File: src/rtl/i2s_rx_sync.sv
// Oversampling I2S / left-justified audio receiver running in the system clock domain.
// Assembles left/right pairs from the codec pins and hands them out over valid/ready.
module i2s_rx_sync #(
    parameter int DATA_BITS   = 16,
    parameter int SLOT_BITS   = 32,
    parameter int JUSTIFY     = 0,
    parameter int SYNC_STAGES = 2
) (
    input  logic                 clk,
    input  logic                 rst,
    input  logic                 codec_aud_bclk_i,
    input  logic                 codec_aud_adclrck_i,
    input  logic                 codec_aud_adcdat_i,
    input  logic                 enable_i,
    output logic [DATA_BITS-1:0] sample_L_o,
    output logic [DATA_BITS-1:0] sample_R_o,
    output logic                 valid_o,
    input  logic                 ready_i,
    output logic                 overrun_o,
    output logic                 frame_err_o
);
    localparam int IW = $clog2(SLOT_BITS + 2) + 2;
    localparam int SW = $clog2(SLOT_BITS + 2);

    localparam logic signed [IW-1:0] IDX_START = (JUSTIFY != 0) ? '0 : '1;
    localparam logic signed [IW-1:0] IDX_ONE   = IW'(1);
    localparam logic signed [IW-1:0] IDX_LAST  = IW'(DATA_BITS - 1);
    localparam logic signed [IW-1:0] IDX_MAX   = IW'(SLOT_BITS + 1);
    localparam logic [SW-1:0]        SLOT_MAX  = SW'(SLOT_BITS);

    localparam logic [1:0] ST_IDLE = 2'd0;
    localparam logic [1:0] ST_SYNC = 2'd1;
    localparam logic [1:0] ST_RECV = 2'd2;

    logic [SYNC_STAGES-1:0] bclk_sync, lr_sync, dat_sync;
    logic                   bclk_last;
    logic                   rise_p0, lr_p0, dat_p0;
    logic                   lr_prev;

    logic [1:0]             state, state_nx;
    logic                   ch, ch_nx;
    logic signed [IW-1:0]   bit_idx, idx_nx;
    logic [SW-1:0]          slot_len, slot_len_nx;
    logic [DATA_BITS-1:0]   shreg, shreg_nx, left_hold;

    logic lr_edge, capture, short_slot, slot_over;
    logic frame_err_nx, left_done, pair_done;

    // Synchroniser and edge-detect stage (p0)
    always_ff @(posedge clk) begin
        if (rst) begin
            bclk_sync <= '0;
            lr_sync   <= '0;
            dat_sync  <= '0;
            bclk_last <= 1'b0;
            rise_p0   <= 1'b0;
            lr_p0     <= 1'b0;
            dat_p0    <= 1'b0;
        end else begin
            bclk_sync <= {bclk_sync[SYNC_STAGES-2:0], codec_aud_bclk_i};
            lr_sync   <= {lr_sync[SYNC_STAGES-2:0], codec_aud_adclrck_i};
            dat_sync  <= {dat_sync[SYNC_STAGES-2:0], codec_aud_adcdat_i};
            bclk_last <= bclk_sync[SYNC_STAGES-1];
            rise_p0   <= bclk_sync[SYNC_STAGES-1] & ~bclk_last;
            lr_p0     <= lr_sync[SYNC_STAGES-1];
            dat_p0    <= dat_sync[SYNC_STAGES-1];
        end
    end

    always_comb begin
        lr_edge = rise_p0 && (lr_p0 != lr_prev);

        if (lr_edge)
            idx_nx = IDX_START;
        else if (rise_p0 && (bit_idx < IDX_MAX))
            idx_nx = bit_idx + IDX_ONE;
        else
            idx_nx = bit_idx;

        capture  = rise_p0 && !idx_nx[IW-1] && (idx_nx <= IDX_LAST);
        shreg_nx = capture ? DATA_BITS'({shreg, dat_p0}) : shreg;

        if (lr_edge)
            slot_len_nx = SW'(1);
        else if (rise_p0 && (slot_len <= SLOT_MAX))
            slot_len_nx = slot_len + SW'(1);
        else
            slot_len_nx = slot_len;

        short_slot = lr_edge && (bit_idx < IDX_LAST);
        slot_over  = rise_p0 && !lr_edge && (slot_len >= SLOT_MAX);
    end

    // A short right slot ending on a left edge restarts capture on that same edge.
    always_comb begin
        state_nx     = state;
        ch_nx        = ch;
        frame_err_nx = 1'b0;
        if (!enable_i) begin
            state_nx = ST_IDLE;
        end else begin
            case (state)
                ST_IDLE: state_nx = ST_SYNC;
                ST_SYNC: begin
                    if (lr_edge && !lr_p0) begin
                        state_nx = ST_RECV;
                        ch_nx    = 1'b0;
                    end
                end
                ST_RECV: begin
                    if (short_slot || slot_over) begin
                        frame_err_nx = 1'b1;
                        state_nx     = (short_slot && !lr_p0) ? ST_RECV : ST_SYNC;
                        ch_nx        = 1'b0;
                    end else if (lr_edge) begin
                        ch_nx = lr_p0;
                    end
                end
                default: state_nx = ST_IDLE;
            endcase
        end
        left_done = capture && (state_nx == ST_RECV) && !ch_nx && (idx_nx == IDX_LAST);
        pair_done = capture && (state_nx == ST_RECV) &&  ch_nx && (idx_nx == IDX_LAST);
    end

    // Framing state and output stage
    always_ff @(posedge clk) begin
        if (rst) begin
            lr_prev     <= 1'b0;
            state       <= ST_IDLE;
            ch          <= 1'b0;
            bit_idx     <= '0;
            slot_len    <= '0;
            shreg       <= '0;
            left_hold   <= '0;
            sample_L_o  <= '0;
            sample_R_o  <= '0;
            valid_o     <= 1'b0;
            overrun_o   <= 1'b0;
            frame_err_o <= 1'b0;
        end else begin
            if (rise_p0)
                lr_prev <= lr_p0;
            state       <= state_nx;
            ch          <= ch_nx;
            bit_idx     <= idx_nx;
            slot_len    <= slot_len_nx;
            shreg       <= shreg_nx;
            frame_err_o <= frame_err_nx;
            if (left_done)
                left_hold <= shreg_nx;

            if (pair_done && (!valid_o || ready_i)) begin
                sample_L_o <= left_hold;
                sample_R_o <= shreg_nx;
                valid_o    <= 1'b1;
            end else begin
                if (pair_done)
                    overrun_o <= 1'b1;
                if (valid_o && ready_i)
                    valid_o <= 1'b0;
            end

            if (!enable_i)
                overrun_o <= 1'b0;
        end
    end

endmodule

File: config.mk
export PLATFORM = sky130hd
export DESIGN_NAME = i2s_rx_sync
export DESIGN_NICKNAME = d
export VERILOG_FILES = /design/src/rtl/i2s_rx_sync.sv
export SDC_FILE = /design/constraint.sdc
export NUM_CORES = 1
export LEC_CHECK = 0
export ABC_AREA = 1
export CELL_PAD_IN_SITES_DETAIL_PLACEMENT = 1
export CELL_PAD_IN_SITES_GLOBAL_PLACEMENT = 2
export CORE_MARGIN = 2
export CORE_UTILIZATION = 34
export CTS_CLUSTER_SIZE = 20
export DETAILED_ROUTE_END_ITERATION = 7
export PLACE_DENSITY_LB_ADDON = 0.1
export SETUP_SLACK_MARGIN = 0.2
export SYNTH_ARGS = -nofsm -noshare
export SYNTH_HDL_FRONTEND = slang
export SYNTH_SLANG_ARGS = --single-unit
File: constraint.sdc
create_clock -name clk -period 4.5 [get_ports clk]
set_input_delay 0.45 -clock clk [delete_from_list [all_inputs] [get_ports clk]]
set_output_delay 0.45 -clock clk [all_outputs]
set_load 0.01 [all_outputs]
* Word level (Yosys, flattened, before mapping)
Index checks and enable logic that the tools add are counted.
Widths: inputs -> output; s select.
** Word-level totals
- Latch bits :: 0
- Memory bits (read-only) :: 0
- Bits in registers :: 95
- Logic and storage cells :: 86
- Bits in writable memories :: 0
- Input port bits :: 7
- Output and inout port bits :: 35
- Memories kept :: 0
** Cells by class
- Order comparisons :: 5
- Multipliers :: 0
- Reductions and logical operators :: 31
- Equality and inequality tests :: 5
- Multiplexer cells :: 18
- Add/subtract/negate cells :: 2
- Divide/modulo/power cells :: 0
- Bitwise operators :: 5
- Shifts and indexed selects :: 0
** Operators by type and width (count)
- $logic_and 1x1->1 :: 17
- $mux 16 :: 1
- $mux 8 :: 2
- $mux 1 :: 9
- $add 8x2->8 const B :: 1
- $eq 8x5->1 const B :: 1
- $le 8x5->1 const B :: 1
- $lt 8x5->1 const B :: 1
- $lt 8x7->1 const B :: 1
- $mux 2 :: 4
- $add 6x1->6 const B :: 1
- $ge 6x6->1 const B :: 1
- $le 6x6->1 const B :: 1
- $pmux 2 s3 :: 1
- $logic_not 1->1 :: 5
- $eq 2x2->1 const B :: 2
- $not 1->1 :: 4
- $reduce_bool 2->1 :: 2
- $reduce_or 2->1 :: 2
- $reduce_or 3->1 :: 1
- $eq 2x1->1 const B :: 1
- $logic_not 2->1 :: 1
- $logic_or 1x1->1 :: 2
- $pmux 1 s2 :: 1
- other kinds (3) :: 3

* Logic depth before layout (Yosys ltp)
- Word-level depth :: 16
- Gate-level depth with buffers :: 18
- Gate-level depth less buffers :: 16

* Worst setup path before layout
OpenSTA, ideal clock, no wires.
- Path type :: flip-flop to flip-flop
- Start point :: reg bit_idx[0]
- End point :: reg left_hold[11]
- Stages on the path, launching flop included :: 19
- Setup slack :: 2.331 ns
- Data arrival time :: 2.059 ns
- Buffers on the path :: 2
- Data required time :: 4.390 ns
- Setup time :: 0.110 ns
- Period minus slack after synthesis :: 2.169 ns
- Cell sequence :: dfxtp_1 inv_1 ha_1 nand3_2 nand2_4 nand2_8 inv_2 nand2_2 nand3_2 nor2_8 nand3_4 nor2_4 buf_6 nand2_4 inv_4 buf_6 nand2_1 nand2_1 nor2_1
** On the way
- Cells in the longest elaborated chain, start to end :: 11
- Elaborated cells between the ends (all ways) :: 27
- Those cells by class :: add/sub (1); order compare (3); eq/ne (2); mux (10); reduce/logical (11)
** RTL lines
- from (decl) :: RTL line 42 : logic signed [IW-1:0] bit_idx, idx_nx;
- from (signal assigned) :: RTL line 146 : bit_idx <= idx_nx;
- parallel branches: the longest is 11 deep, another holds $lt 8x7->1
- to (signal assigned) :: RTL line 151 : left_hold <= shreg_nx;
- to (decl) :: RTL line 44 : logic [DATA_BITS-1:0] shreg, shreg_nx, left_hold;
Parallel ways; which one is timed is not known.
A chain may end at the register's enable or synchronous reset.

* Worst setup path in the final report
- Start point :: reg rise_p0
- End point :: reg sample_R_o[10]
** On the way
- Cells in the longest elaborated chain, start to end :: 13
- Elaborated cells between the ends (all ways) :: 32
- Those cells by class :: order compare (1); eq/ne (2); mux (13); reduce/logical (16)
** RTL lines
- from (decl) :: RTL line 37 : logic rise_p0, lr_p0, dat_p0;
- from (signal assigned) :: RTL line 64 : rise_p0 <= bclk_sync[SYNC_STAGES-1] & ~bclk_last;
- $logic_and 1x1->1 :: RTL line 71 : lr_edge = rise_p0 && (lr_p0 != lr_prev);
- $logic_not 1->1 :: RTL line 91 : slot_over = rise_p0 && !lr_edge && (slot_len >= SLOT_MAX);
- $logic_and 1x1->1 (2 in series) :: RTL line 91
- $logic_or 1x1->1 :: RTL line 111 : if (short_slot || slot_over) begin
- $mux 2 :: RTL line 111
- $pmux 2 s3 :: RTL line 102 : case (state)
- $mux 2 :: RTL line 99 : if (!enable_i) begin
- $eq 2x2->1 :: RTL line 123 : pair_done = capture && (state_nx == ST_RECV) && ch_nx && (idx_nx == IDX_LAST);
- $logic_and 1x1->1 (3 in series) :: RTL line 123
- $logic_and 1x1->1 :: RTL line 153 : if (pair_done && (!valid_o || ready_i)) begin
- to (signal assigned) :: RTL line 155 : sample_R_o <= shreg_nx;
- to (decl) :: RTL line 16 : output logic [DATA_BITS-1:0] sample_R_o,
Parallel ways exist; a longest one is shown, timed or not.

==> metrics.csv <==
stage,metric,value,unit
critical_path,CP Capture Type,register,
floorplan,die height,118,um
detailed_routing,DRT Pass-1 Iters,4,
floorplan,Die W,118,um
pwr,NetSw,0.387,mW
timing,RSZ-0062 raised after global routing,no,
synthesis,Syn Area/Cell,6.77,um2
floorplan,Core Area,12700,um2
detailed_routing,DR vias,3787,
floorplan,num ports,42,
global_route,global-route wire length before repair,18000,um
pwr,clock share of power,45.3,%
critical_path,CP max stage cell,dfxtp_1,
cts,CTS tree,yes,
floorplan,Site Rows,41,
cells_and_area,most frequent cells in the layout,"nand2_1 (183), inv_1 (138), nor2_1 (111)",
detailed_routing,"antenna viol nets, final",0,
timing,Fin. Hold Viols,0,
pwr,Peak VDD IR,0.184,mV
detailed_routing,Vias/cell,4.37,
cts,clock root buffer,clkbuf_16,
cells_and_area,"most common cell after layout, fill and taps aside",nand2_1,
critical_path,slowest cell delay on critical path,810,ps
critical_path,WP data required,4770,ps
critical_path,Worst EP arrival,3330,ps
timing,final setup violation count,0,
cells_and_area,share of cells above drive strength 1,6.47,%
timing,Final Critical Period,3060,ps
cells_and_area,Area Overhead vs Synth,18.2,%
critical_path,WP buf/inv,4,
critical_path,Crit path max-delay family,simple AND/OR/NAND/NOR gates,
place,DPL Wire Length,7350,um
pwr,power per cell area,325,nW/um2
detailed_routing,Post-Route WL,10500,um
cts,post-CTS sizing,0,
place,Placer Congestion,0.773,
synthesis,post-synth cell types,36,
cts,maximum clock path buffer count,2,
synthesis,Yosys warnings,0,
synthesis,Mapped Cells,658,
outcome,outcome,completed,
timing,Final Max Tran Viols,0,
synthesis,Post-synth EDFFs,0,
timing,slew margin rel.,49.9,%
synthesis,main flop type after synthesis,dfxtp_1,
critical_path,crit path cell chain,inv_1 -> nor2_1 -> inv_1 -> a31oi_1 -> nand2_1 -> nor2_1 -> nand3_1 -> nor2_4 -> nand3_2 -> buf_4 -> nand2_1 -> inv_1 -> nor2_1,
pwr,P_int,1.32,mW
pwr,sequential share of power,50.3,%
global_route,Total GRT Usage,15.8,%
synthesis,fraction of registers with async set/reset,0,%
floorplan,Starting Density,35.0,%
detailed_routing,Wirelength per Cell,12.1,um
critical_path,Setup crit start kind,register,
critical_path,WS Path Type,register to register,
place,port buffer count,41,
timing,crit share post-route,67.9,%
cts,H-tree levels,3,
global_route,largest net degree at the start of global routing,58,
timing,worst-margin pin slew,750,ps
critical_path,worst-path maximum fanout,40,
cts,CTS Buf Count,9,
critical_path,reg2reg start,rise_p0,
global_route,antenna violations before repair,0,
synthesis,sequential area share after synthesis,42.7,%
floorplan,full die area,14000,um2
pwr,Lkg Pwr,2.65,nW
timing,Setup Skew,9.95,ps
detailed_routing,First DRT Iteration DRCs,142,
timing,final hold slack,400,ps
timing,Sum Neg Setup Slack,0,ps
pwr,logic gate share of total power,4.4,%
pwr,switching part of the total,22.6,%
min_path,Min-Delay Path Class,register to register,
global_route,GRT overflow,0,
cts,latest clock arrival within the worst-skew pair,350,ps
cts,clk sinks,95,
timing,Fmax achieved,327,MHz
synthesis,synthesized net count,673,
cells_and_area,diode count,0,
cts,# hold bufs at CTS,0,
cells_and_area,Nets,705,
detailed_routing,DR DRC count,0,
synthesis,#FFs+latches synth,95,
global_route,vias in the first global route,3751,
synthesis,Synth Cell Area,4450,um2
job,max_cap viols,0,
cts,Post-CTS Setup Repair Bufs,0,
cts,Clock transition at path regs,60,ps
critical_path,CP startpoint,rise_p0,
min_path,hold wc startpoint,bclk_last,
## cells in the mapped netlist, types with 3 or more instances
master	count	area (um2)
o21ai_0	16	80.1
dfxtp_1	95	1900
nor2_1	111	417
ha_1	8	100
a21oi_1	7	35.0
buf_2	6	30.0
nor3_1	4	20.0
nand3_2	9	90.1
nor2_4	4	45.0
nand4_1	14	87.6
inv_1	138	518
buf_6	6	67.6
nand3_1	17	85.1
clkbuf_1	9	33.8
nand2_2	3	18.8
nand2_1	183	687
a31oi_1	3	18.8
## cell type report
type / instances / area (um2)
Fill cell: 1686 / 7460
Sequential cell: 95 / 1900
Multi-Input combinational cell: 399 / 1880
Inverter: 141 / 532
Timing Repair Buffer: 44 / 433
Clock buffer: 11 / 243
Tap cell: 172 / 215
Clock inverter: 5 / 56.3
## final timing paths
path / end / slack (ps) / cells after the start
hold reg to reg: rise_p0 / 400 / 1
hold / removal: rise_p0 / 400 / 1
setup / recovery: sample_R_o[10] / 1440 / 13
setup reg to reg: sample_R_o[10] / 1440 / 13
## layer usage
metal / share of wire, % / vias up / track usage, %
met5: 0 / - / 0
met4: 1.6 / 0 / 5.80
met3: 2.6 / 12 / 2.65
met2: 45 / 47 / 25.1
met1: 51 / 1726 / 21.7
li1: - / 2002 / -
## kinds of logic (layout without fill, tap and decap cells)
group           count (synthesis)  in the layout  share of synthesized area [%]
simple gates                  356            356                           35.4
buf+inv                       164            201                           15.1
flops                          95             95                           42.7
compound gates                 32             32                           3.99
fa+ha+maj                       8              8                           2.25
xor+xnor                        3              3                          0.590
## per-stage QoR
step	total power [mW]	worst slack, ps	instance area, um2	util [%]	instances
final	1.71	1440	5260	41.3	867
after global routing	1.79	1110	5260	41.3	867
after CTS	1.75	1410	5260	41.3	867
after detailed placement	0.955	1460	4960	39.0	851
after global placement	0.953	1560	4960	39.0	851
after floorplan	0.929	2330	4450	-	658
## state kept, by name (all words and copies together) (netlist names)
signal and cells:
valid_o 1, bit_idx 8, lr_p0 1, left_hold 16
lr_sync 2, ch 1, rise_p0 1, frame_err_o 1
bclk_last 1, state 2, dat_p0 1, sample_L_o 16
shreg 16, lr_prev 1, bclk_sync 2, slot_len 6
overrun_o 1, dat_sync 2, sample_R_o 16
## power groups by stage
| stage | combinational, mW | sequential (mW) | clock [mW] |
|---|---|---|---|
| CTS | 0.0779 | 0.859 | 0.810 |
| global route | 0.0881 | 0.860 | 0.839 |
| floorplan | 0.0545 | 0.875 | 0 |
| finish | 0.0759 | 0.859 | 0.773 |
| detailed placement | 0.0773 | 0.878 | 0 |
| global placement | 0.0757 | 0.877 | 0 |
Power figures use the tool's default switching activity.
